<file path="config.mk">
export PLATFORM = sky130hd
export DESIGN_NAME = gcd_unit_flat
export DESIGN_NICKNAME = d
export VERILOG_FILES = /design/src/rtl/gcd_pkg.sv /design/src/rtl/gcd_if.sv /design/src/rtl/gcd_datapath.sv /design/src/rtl/gcd_unit.sv /design/src/flat_wrapper.sv
export SDC_FILE = /design/constraint.sdc
export NUM_CORES = 1
export LEC_CHECK = 0
export ABC_AREA = 1
export CAP_MARGIN = 20
export CORE_UTILIZATION = 53
export DETAILED_ROUTE_END_ITERATION = 16
export GPL_ROUTABILITY_DRIVEN = 0
export PLACE_DENSITY = 0.71
export SLEW_MARGIN = 20
export SYNTH_ARGS = -nofsm -noshare
export SYNTH_HDL_FRONTEND = slang
export SYNTH_SLANG_ARGS = --single-unit
</file>
<file path="constraint.sdc">
create_clock -name clock -period 2.95 [get_ports clock]
set_input_delay 0.4425 -clock clock [delete_from_list [all_inputs] [get_ports clock]]
set_output_delay 0.4425 -clock clock [all_outputs]
set_load 0.01 [all_outputs]
</file>
<file path="src/rtl/gcd_pkg.sv">
// Shared types and default parameters for the binary-GCD engine.
package gcd_pkg;

    localparam int unsigned DEF_WIDTH = 16;
    localparam int unsigned DEF_CNT_W = 8;

    typedef enum logic [1:0] {
        IDLE   = 2'd0,
        STRIP  = 2'd1,
        REDUCE = 2'd2,
        DONE   = 2'd3
    } state_t;

endpackage

</file>
<file path="src/rtl/gcd_if.sv">
// Host <-> GCD engine handshake and operand/result bundle.
interface gcd_if
    import gcd_pkg::*;
#(
    parameter int unsigned WIDTH = DEF_WIDTH,
    parameter int unsigned CNT_W = DEF_CNT_W
);
    logic             go;
    logic [WIDTH-1:0] a_in;
    logic [WIDTH-1:0] b_in;
    logic             ready;
    logic             busy;
    logic             done;
    logic [WIDTH-1:0] result;
    logic [CNT_W-1:0] cycles;

    modport master (
        output go, a_in, b_in,
        input  ready, busy, done, result, cycles
    );

    modport slave (
        input  go, a_in, b_in,
        output ready, busy, done, result, cycles
    );
endinterface

</file>
<file path="src/rtl/gcd_datapath.sv">
// Operand registers, comparator, subtractor and shifters for Stein's GCD.
module gcd_datapath
    import gcd_pkg::*;
#(
    parameter int unsigned WIDTH = DEF_WIDTH
) (
    input  logic             clock,
    input  logic             reset,
    input  logic             load,
    input  logic             strip,
    input  logic             sub_x,
    input  logic             sub_y,
    input  logic             half_x,
    input  logic             half_y,
    input  logic [WIDTH-1:0] a,
    input  logic [WIDTH-1:0] b,
    output logic             x_even,
    output logic             y_even,
    output logic             x_lt_y,
    output logic             x_eq_y,
    output logic [WIDTH-1:0] gcd_val
);
    // Common factors of two removed while stripping never exceed WIDTH-1.
    localparam int unsigned SH_W = (WIDTH > 2) ? $clog2(WIDTH) : 1;

    logic [WIDTH-1:0] x;
    logic [WIDTH-1:0] y;
    logic [SH_W-1:0]  shift;

    always_ff @(posedge clock) begin
        if (reset) begin
            x     <= '0;
            y     <= '0;
            shift <= '0;
        end else if (load) begin
            x     <= a;
            y     <= b;
            shift <= '0;
        end else if (strip) begin
            x     <= x >> 1;
            y     <= y >> 1;
            shift <= shift + SH_W'(1);
        end else begin
            if (half_x)     x <= x >> 1;
            else if (sub_x) x <= x - y;
            if (half_y)     y <= y >> 1;
            else if (sub_y) y <= y - x;
        end
    end

    assign x_even  = ~x[0];
    assign y_even  = ~y[0];
    assign x_lt_y  = (x < y);
    assign x_eq_y  = (x == y);
    assign gcd_val = x << shift;

endmodule

</file>
<file path="src/rtl/gcd_unit.sv">
// Binary GCD engine: go/done controller, saturating step counter and result registers.
module gcd_unit
    import gcd_pkg::*;
#(
    parameter int unsigned WIDTH = DEF_WIDTH,
    parameter int unsigned CNT_W = DEF_CNT_W
) (
    input logic   clock,
    input logic   reset,
    gcd_if.slave  bus
);
    state_t           state;
    state_t           state_nx;
    logic [CNT_W-1:0] cnt;
    logic [CNT_W-1:0] cnt_inc;

    logic load, strip, sub_x, sub_y, half_x, half_y;
    logic finish_zero, finish_calc;
    logic x_even, y_even, x_lt_y, x_eq_y;
    logic [WIDTH-1:0] gcd_val;

    gcd_datapath #(.WIDTH(WIDTH)) u_dp (
        .clock   (clock),
        .reset   (reset),
        .load    (load),
        .strip   (strip),
        .sub_x   (sub_x),
        .sub_y   (sub_y),
        .half_x  (half_x),
        .half_y  (half_y),
        .a       (bus.a_in),
        .b       (bus.b_in),
        .x_even  (x_even),
        .y_even  (y_even),
        .x_lt_y  (x_lt_y),
        .x_eq_y  (x_eq_y),
        .gcd_val (gcd_val)
    );

    assign cnt_inc = (&cnt) ? cnt : cnt + CNT_W'(1);

    // Next state and datapath strobes.
    always_comb begin
        state_nx    = state;
        load        = 1'b0;
        strip       = 1'b0;
        sub_x       = 1'b0;
        sub_y       = 1'b0;
        half_x      = 1'b0;
        half_y      = 1'b0;
        finish_zero = 1'b0;
        finish_calc = 1'b0;
        unique case (state)
            IDLE: begin
                if (bus.go) begin
                    load = 1'b1;
                    if (bus.a_in == '0 || bus.b_in == '0) begin
                        finish_zero = 1'b1;
                        state_nx    = DONE;
                    end else begin
                        state_nx = STRIP;
                    end
                end
            end
            STRIP: begin
                if (x_even && y_even) strip    = 1'b1;
                else                  state_nx = REDUCE;
            end
            REDUCE: begin
                if (x_even)      half_x = 1'b1;
                else if (y_even) half_y = 1'b1;
                else if (x_eq_y) begin
                    finish_calc = 1'b1;
                    state_nx    = DONE;
                end
                else if (x_lt_y) sub_y = 1'b1;
                else             sub_x = 1'b1;
            end
            DONE: begin
                if (!bus.go) state_nx = IDLE;
            end
            default: state_nx = IDLE;
        endcase
    end

    always_ff @(posedge clock) begin
        if (reset) begin
            state      <= IDLE;
            cnt        <= '0;
            bus.result <= '0;
            bus.cycles <= '0;
            bus.ready  <= 1'b1;
            bus.busy   <= 1'b0;
            bus.done   <= 1'b0;
        end else begin
            state     <= state_nx;
            bus.ready <= (state_nx == IDLE);
            bus.busy  <= (state_nx == STRIP) || (state_nx == REDUCE);
            bus.done  <= (state_nx == DONE);

            if (load)                                      cnt <= '0;
            else if (state == STRIP || state == REDUCE)    cnt <= cnt_inc;

            // Results change only on the edge that enters DONE.
            if (finish_zero) begin
                bus.result <= bus.a_in | bus.b_in;
                bus.cycles <= '0;
            end else if (finish_calc) begin
                bus.result <= gcd_val;
                bus.cycles <= cnt_inc;
            end
        end
    end

endmodule

</file>
<file path="src/flat_wrapper.sv">
// flat-port wrapper written by rule: the top's interface ports become plain ports
module gcd_unit_flat import gcd_pkg::*;
#(
    parameter int unsigned WIDTH = DEF_WIDTH,
    parameter int unsigned CNT_W = DEF_CNT_W
)
  (clock, reset, bus_go, bus_a_in, bus_b_in, bus_ready, bus_busy, bus_done, bus_result, bus_cycles);
  gcd_if #(.WIDTH(WIDTH), .CNT_W(CNT_W)) bus_i ();
  input logic clock;
  input logic reset;
  input wire logic [$bits(bus_i.go)-1:0] bus_go;
  input wire logic [$bits(bus_i.a_in)-1:0] bus_a_in;
  input wire logic [$bits(bus_i.b_in)-1:0] bus_b_in;
  output wire logic [$bits(bus_i.ready)-1:0] bus_ready;
  output wire logic [$bits(bus_i.busy)-1:0] bus_busy;
  output wire logic [$bits(bus_i.done)-1:0] bus_done;
  output wire logic [$bits(bus_i.result)-1:0] bus_result;
  output wire logic [$bits(bus_i.cycles)-1:0] bus_cycles;
  assign bus_i.go = bus_go;
  assign bus_i.a_in = bus_a_in;
  assign bus_i.b_in = bus_b_in;
  assign bus_ready = bus_i.ready;
  assign bus_busy = bus_i.busy;
  assign bus_done = bus_i.done;
  assign bus_result = bus_i.result;
  assign bus_cycles = bus_i.cycles;
  gcd_unit #(.WIDTH(WIDTH), .CNT_W(CNT_W)) u_core (.clock(clock), .reset(reset), .bus(bus_i));
endmodule
</file>
==> results of run 1 <==
==> cell families after synthesis <==
family / after synthesis / synth area share (%)
fa+ha+maj: 44 / 8.55
buf+inv: 221 / 13.4
xor+xnor: 6 / 0.795
flops: 73 / 22.1
simple gates: 631 / 39.7
compound gates: 195 / 15.5
==> layer usage <==
layer	share of wire, %	up-vias	global-route usage, %
met5	0	-	0
met1	44	3439	45.9
met2	45	307	56.7
met3	6.9	57	6.06
li1	-	3818	-
met4	4.2	0	15.3
==> cell type report <==
cell class,count,area share [%]
Tap cell,168,2.72
Clock buffer,9,2.92
Inverter,182,8.86
Sequential cell,73,18.9
Clock inverter,7,0.907
Timing Repair Buffer,87,10.4
Multi-Input combinational cell,876,55.2
==> worst max-delay path, stage by stage, from the launching register on <==
cell and delay [ns]:
dfxtp_1 0.43, inv_1 0.16, ha_1 0.28, fa_1 0.42, inv_1 0.11, nand3_1 0.09, nand2_1 0.14, nand2_1 0.08
nand2_1 0.08, nand2_1 0.07, nand3_2 0.20, nand2_2 0.13, buf_4 0.20, o21ai_1 0.13, nor2_1 0.06
==> cells in the final DEF (no fill, tap or decap), drive strengths merged, types with 2 or more instances in the layout <==
cell and count:
nand2 353, inv 177, nor2 147, nand3 106
o21ai 96, a21oi 82, dfxtp 73, clkdlybuf4s50 61
ha 42, buf 26, o211ai 15, nand4 14
clkinv 10, clkbuf 9, nor3 6, xor2 5
and2 3, or2 2, fa 2
==> state kept, by name, summed over array words and instances (netlist names) <==
name and count:
u_core.u_dp.x 16, u_core.bus.ready 1, u_core.bus.done 1, u_core.bus.result 16, u_core.bus.cycles 8, u_core.u_dp.y 16
u_core.bus.busy 1, u_core.u_dp.shift 4, u_core.state 2, u_core.cnt 8
==> worst max path at each step <==
stage	start	to	slack, ns	cells after the start
6_report	u_core.u_dp.x[0]	u_core.u_dp.y[7]	0.27	14
5_1_grt	u_core.u_dp.x[0]	u_core.u_dp.y[7]	0.02	14
4_1_cts	u_core.u_dp.x[0]	u_core.u_dp.y[7]	0.31	14
3_5_place_dp	u_core.u_dp.x[0]	u_core.u_dp.y[4]	0.32	14
3_3_place_gp	bus_a_in[3]	u_core.bus.ready	0.41	11
2_1_floorplan	u_core.u_dp.x[3]	u_core.bus.ready	0.76	14
==> power by group through the flow <==
stage	logic, mW	clock network, mW	registers (mW)
after floorplan	4.47	0	1.39
after global placement	6.04	0	1.45
after detailed placement	6.05	0	1.45
after CTS	6.10	1.12	1.43
after global routing	6.96	1.17	1.47
final	6.24	1.12	1.44
==> results by group, run 1 <==
Final layout
  • Fin cells: 1402
  • Ant diodes: 0
  • Multi-input combinational cell area: 4270 um^2
  • Share of layout cells above drive strength 1: 5.43%
  • Fillers: 1260
  • Final nets: 1308
  • Final Cell Area: 7720 um^2
  • Storage cell area: 1460 um^2
  • Post-layout util: 63.8%
  • Area Growth Syn to Fin: 16.8%

Yosys
  • Cell taking the most area after synthesis: dfxtp_1
  • Mapped Nets: 1249
  • Sequential cell area fraction in the yosys report: 22.1%
  • Async set or reset register ratio after synthesis: 0%
  • Synthesized area per cell: 5.65 um^2
  • Top FF cell, synth: dfxtp_1
  • Synth top area share: 22.1%
  • Top-count cell post-synth: nand2_1
  • Synth Cell Area: 6610 um^2
  • Mapped Cells: 1170
  • Yosys warning count: 0
  • Area contributors post-synth: dfxtp_1 (22%), nand2_1 (19%), inv_1 (9.8%)
  • EDFF count, synth: 0
  • Seq cells post-synth: 73
  • Yosys cell types: 33
  • Synth top cells by count: nand2_1 (342), inv_1 (172), nor2_1 (143), nand3_1 (105), a21oi_1 (80)

STA
  • Final setup fails: 0
  • Layout Skew: 0.00913 ns
  • RSZ-0062 raised after global routing: false
  • Max-slew violations: 0
  • Final WS setup: 0.266 ns
  • Worst hold slack: 0.469 ns
  • Final period utilization: 91.0%
  • Fin Setup TNS: 0 ns
  • Worst slew margin: 53.4%
  • Worst-Margin Slew: 0.698 ns
  • FMAX: 0.373 GHz
  • Count of final hold-check violations: 0
  • Crit path time final: 2.68 ns

Clocking
  • Post_cts resized: 0
  • Clk_lat worst skew: 0.34 ns
  • H-tree depth: 3
  • Clock sink count: 73
  • CTS Buf Count: 9
  • Clock Path Buffers: 2
  • Clock transition at path regs: 0.06 ns
  • Post-CTS setup buffer count: 0
  • CTS Hold Bufs: 0
  • TritonCTS clock tree: built
  • Clock Tree Root: clkbuf_16

Global routing
  • Largest net degree at the start of global routing: 49
  • Number of global-route vias before repair: 6965
  • First-pass GRT wire length: 35200 um
  • Overall Global Routing Usage: 35.1%
  • Initial antenna violation count: 0
  • GRT overflow: 0

Floorplan
  • Die Span Y: 114 um
  • # rows: 40
  • Die Footprint: 12900 um^2
  • Initial core utilization: 54.6%
  • # IOs: 62
  • CORE AREA: 12100 um^2
  • Die Width: 114 um

Critical path
  • R2r setup slk: 0.27 ns
  • Critical path class: flip-flop to flip-flop
  • Worst r2r src: u_core.u_dp.x[0]
  • Capture point of the worst reg-to-reg path: u_core.u_dp.y[7]
  • Crit path required time: 3.18 ns
  • Crit end category: flip-flop
  • Worst-path fanout max: 11
  • Worst path arrival time: 2.92 ns
  • Cells on worst reg2reg path: 14
  • Worst setup SP type: flip-flop

Power and ir drop
  • Leakage: 3.95 nW
  • Sequential power share: 16.4%
  • Worst vdd ir: 0.000479 V
  • Pwr Density: 1140 nW/um^2
  • Cell internal pwr: 3.95 mW
  • Sw Ratio: 55.1%
  • Clk network pwr share: 12.7%
  • Power Total: 8.80 mW
  • Net Sw Power: 4.85 mW
  • Gate power share: 70.9%

Min path
  • Hold Startpoint: u_core.bus.cycles[7]
  • Hold Path Sink: u_core.bus.cycles[7]
  • HP Class: flip-flop to flip-flop
  • Hold path depth: 2

Detailed routing
  • Remaining DRCs: 0
  • Remaining antenna violation count after routing: 0
  • Initial drt markers: 787
  • Via count: 7621
  • Vias/cell: 5.44
  • Drt total wl: 22000 um
  • Pre-antenna DRT Iters: 5
  • Wire length per cell: 15.7 um

Place
  • Placed cell count: 1386
  • Area after DPL: 7430 um^2
  • DP Wirelength: 17700 um
  • PortBufs: 61
  • Pre-CTS setup slack: 0.322 ns

Job
  • Max Cap Viol: 0

Status
  • Status: finished, final reports clean
(Power assumes the default switching activity.)
==> inputs of run 2 (changes only) <==
- CORE_ASPECT_RATIO: unset -> 2
==> results by group, run 2 (synthesized netlist as in run 1, its figures left out) <==
Status
  • Status: finished, final reports clean

Final layout
  • Leading cell type in the layout, fill and taps excluded: nand2_1
  • Share of layout cells above drive strength 1: 5.35% (-0.077 points)
  • Post-layout util: 63.7% (-0.086 points)
  • Commonest non-fill, non-tap cells in the layout: nand2_1 (342), inv_1 (172), nor2_1 (143)
  • Fillers: 1252 (-0.63%)
  • Multi-input combinational cell area: 4270 um^2 (+0.12%)
  • Final nets: 1307 (-0.076%)
  • Biggest regs: u_core.bus.result (16), u_core.u_dp.x (16), u_core.u_dp.y (16)
  • Ant diodes: 0 (unchanged)
  • Area Growth Syn to Fin: 16.7% (about the same)
  • Storage cell area: 1460 um^2 (about the same)

Critical path
  • Critical path class: flip-flop to flip-flop
  • Worst setup SP type: flip-flop
  • Worst-path fanout max: 10 (-1)
  • Slowest CP cell: ha_1
  • Slowest stage delay, CP: 0.51 ns (+0.08 ns)
  • Crit end category: flip-flop
  • Worst path arrival time: 2.92 ns (about the same)
  • Crit-path most repeated cell: nand2_1
  • Critical path, cell by cell: inv_1 -> ha_1 -> nand2_1 -> nor2_1 -> nand2_1 -> nor2_4 -> nand2_4 -> clkinv_2 -> o22ai_1 -> nand2_1 -> nand2_1 -> ha_1 -> or2_2
  • Crit path required time: 3.18 ns (about the same)

Power and ir drop
  • Worst vdd ir: 0.000670 V (+40%)
  • Power Total: 8.92 mW (+1.4%)
  • Pwr Density: 1160 nW/um^2 (+1.4%)
  • Leakage: 3.96 nW (+0.29%)

Floorplan
  • # IOs: 62 (unchanged)
  • Die Width: 81.0 um (-29%)
  • CORE AREA: 12100 um^2 (+0.10%)
  • Die Span Y: 160 um (+41%)
  • Die Footprint: 13000 um^2 (+0.21%)
  • # rows: 57 (+43%)
  • Initial core utilization: 54.6% (-0.056 points)

Clocking
  • CTS Hold Bufs: 0 (unchanged)
  • CTS Buf Count: 9 (unchanged)
  • Clock transition at path regs: 0.06 ns (about the same)
  • Clock sink count: 73 (unchanged)
  • Post-CTS setup buffer count: 0 (unchanged)
  • Clk_lat worst skew: 0.34 ns (about the same)
  • H-tree depth: 3 (unchanged)
  • Clock Tree Root: clkbuf_16
  • TritonCTS clock tree: built
  • Post_cts resized: 0 (unchanged)
  • Clock Path Buffers: 2 (unchanged)

STA
  • Max-slew violations: 0 (unchanged)
  • Layout Skew: 0.00710 ns (-0.00203 ns)
  • Final setup fails: 0 (unchanged)
  • Final WS setup: 0.254 ns (-0.0123 ns)
  • Final period utilization: 91.4% (+0.42 points)
  • RSZ-0062 raised after global routing: false
  • Worst slew margin: 65.6% (+12 points)
  • Count of final hold-check violations: 0 (unchanged)
  • Worst-Margin Slew: 0.510 ns (-0.188 ns)
  • Crit path time final: 2.70 ns (+0.0123 ns)
  • FMAX: 0.371 GHz (-0.46%)
  • Fin Setup TNS: 0 ns (unchanged)
  • Worst hold slack: 0.469 ns (+0.000707 ns)

Detailed routing
  • Via count: 7508 (-1.5%)
  • Wire length per cell: 17.1 um (+9.1%)
  • Remaining DRCs: 0 (unchanged)
  • Pre-antenna DRT Iters: 5 (unchanged)
  • Drt total wl: 23600 um (+7.4%)
  • Initial drt markers: 431 (-45%)
  • Vias/cell: 5.44 (about the same)
  • Remaining antenna violation count after routing: 0 (unchanged)

Global routing
  • Initial antenna violation count: 0 (unchanged)
  • First-pass GRT wire length: 36600 um (+3.9%)
  • Number of global-route vias before repair: 7289 (+4.7%)
  • Overall Global Routing Usage: 37.9% (+2.9 points)
  • Largest net degree at the start of global routing: 49 (unchanged)
  • GRT overflow: 0 (unchanged)

Place
  • PortBufs: 61 (unchanged)
  • DP Wirelength: 19400 um (+9.6%)
  • Pre-CTS setup slack: 0.168 ns (-0.154 ns)

Job
  • Max Cap Viol: 0 (unchanged)

Min path
  • HP Class: flip-flop to flip-flop
==> run 2: cell type report <==
class / instances / area share [%]
Tap cell: 147 / 2.38
Sequential cell: 73 / 18.9
Clock buffer: 10 / 2.97
Multi-Input combinational cell: 876 / 55.3
Timing Repair Buffer: 86 / 10.3
Clock inverter: 6 / 1.18
Inverter: 182 / 8.87
==> run 2: per-layer routing <==
| layer | wire (um) | GRT usage [%] | vias to the layer above |
|---|---|---|---|
| met4 | 2210 | 31.3 | 0 |
| met2 | 12400 | 69.5 | 240 |
| met5 | 0 | 0 | - |
| met1 | 8090 | 34.7 | 3347 |
| li1 | - | - | 3822 |
| met3 | 957 | 5.83 | 99 |
==> run 2: per-stage QoR <==
step | instances | area, um^2
after floorplan | 1170 | 6610
final | 1380 | 7720
after CTS | 1380 | 7710
after global placement | 1364 | 7390
after detailed placement | 1364 | 7390
after global routing | 1380 | 7720
==> run 2: path summary, 6_finish.rpt <==
kind | cells past startpoint | to | slack (ns) | from
worst max-delay path | 13 | u_core.bus.ready | 0.25 | u_core.u_dp.x[3]
worst min-delay path | 2 | u_core.bus.cycles[7] | 0.47 | u_core.bus.cycles[7]
worst max register to register | 13 | u_core.bus.ready | 0.25 | u_core.u_dp.x[3]
worst min register to register | 2 | u_core.bus.cycles[7] | 0.47 | u_core.bus.cycles[7]
==> run 2: critical path: cells and delay by family, from the launching register on <==
kind	cells	cell delay (ns)
fa+ha+maj	2	0.70
flops	1	0.40
simple gates	8	1.09
buf+inv	2	0.27
compound gates	1	0.10
==> run 2: power by group <==
part	total [mW]	internal (mW)	switching (mW)
combinational	6.28	2.04	4.24
sequential	1.44	1.22	0.228
clock	1.19	0.745	0.446
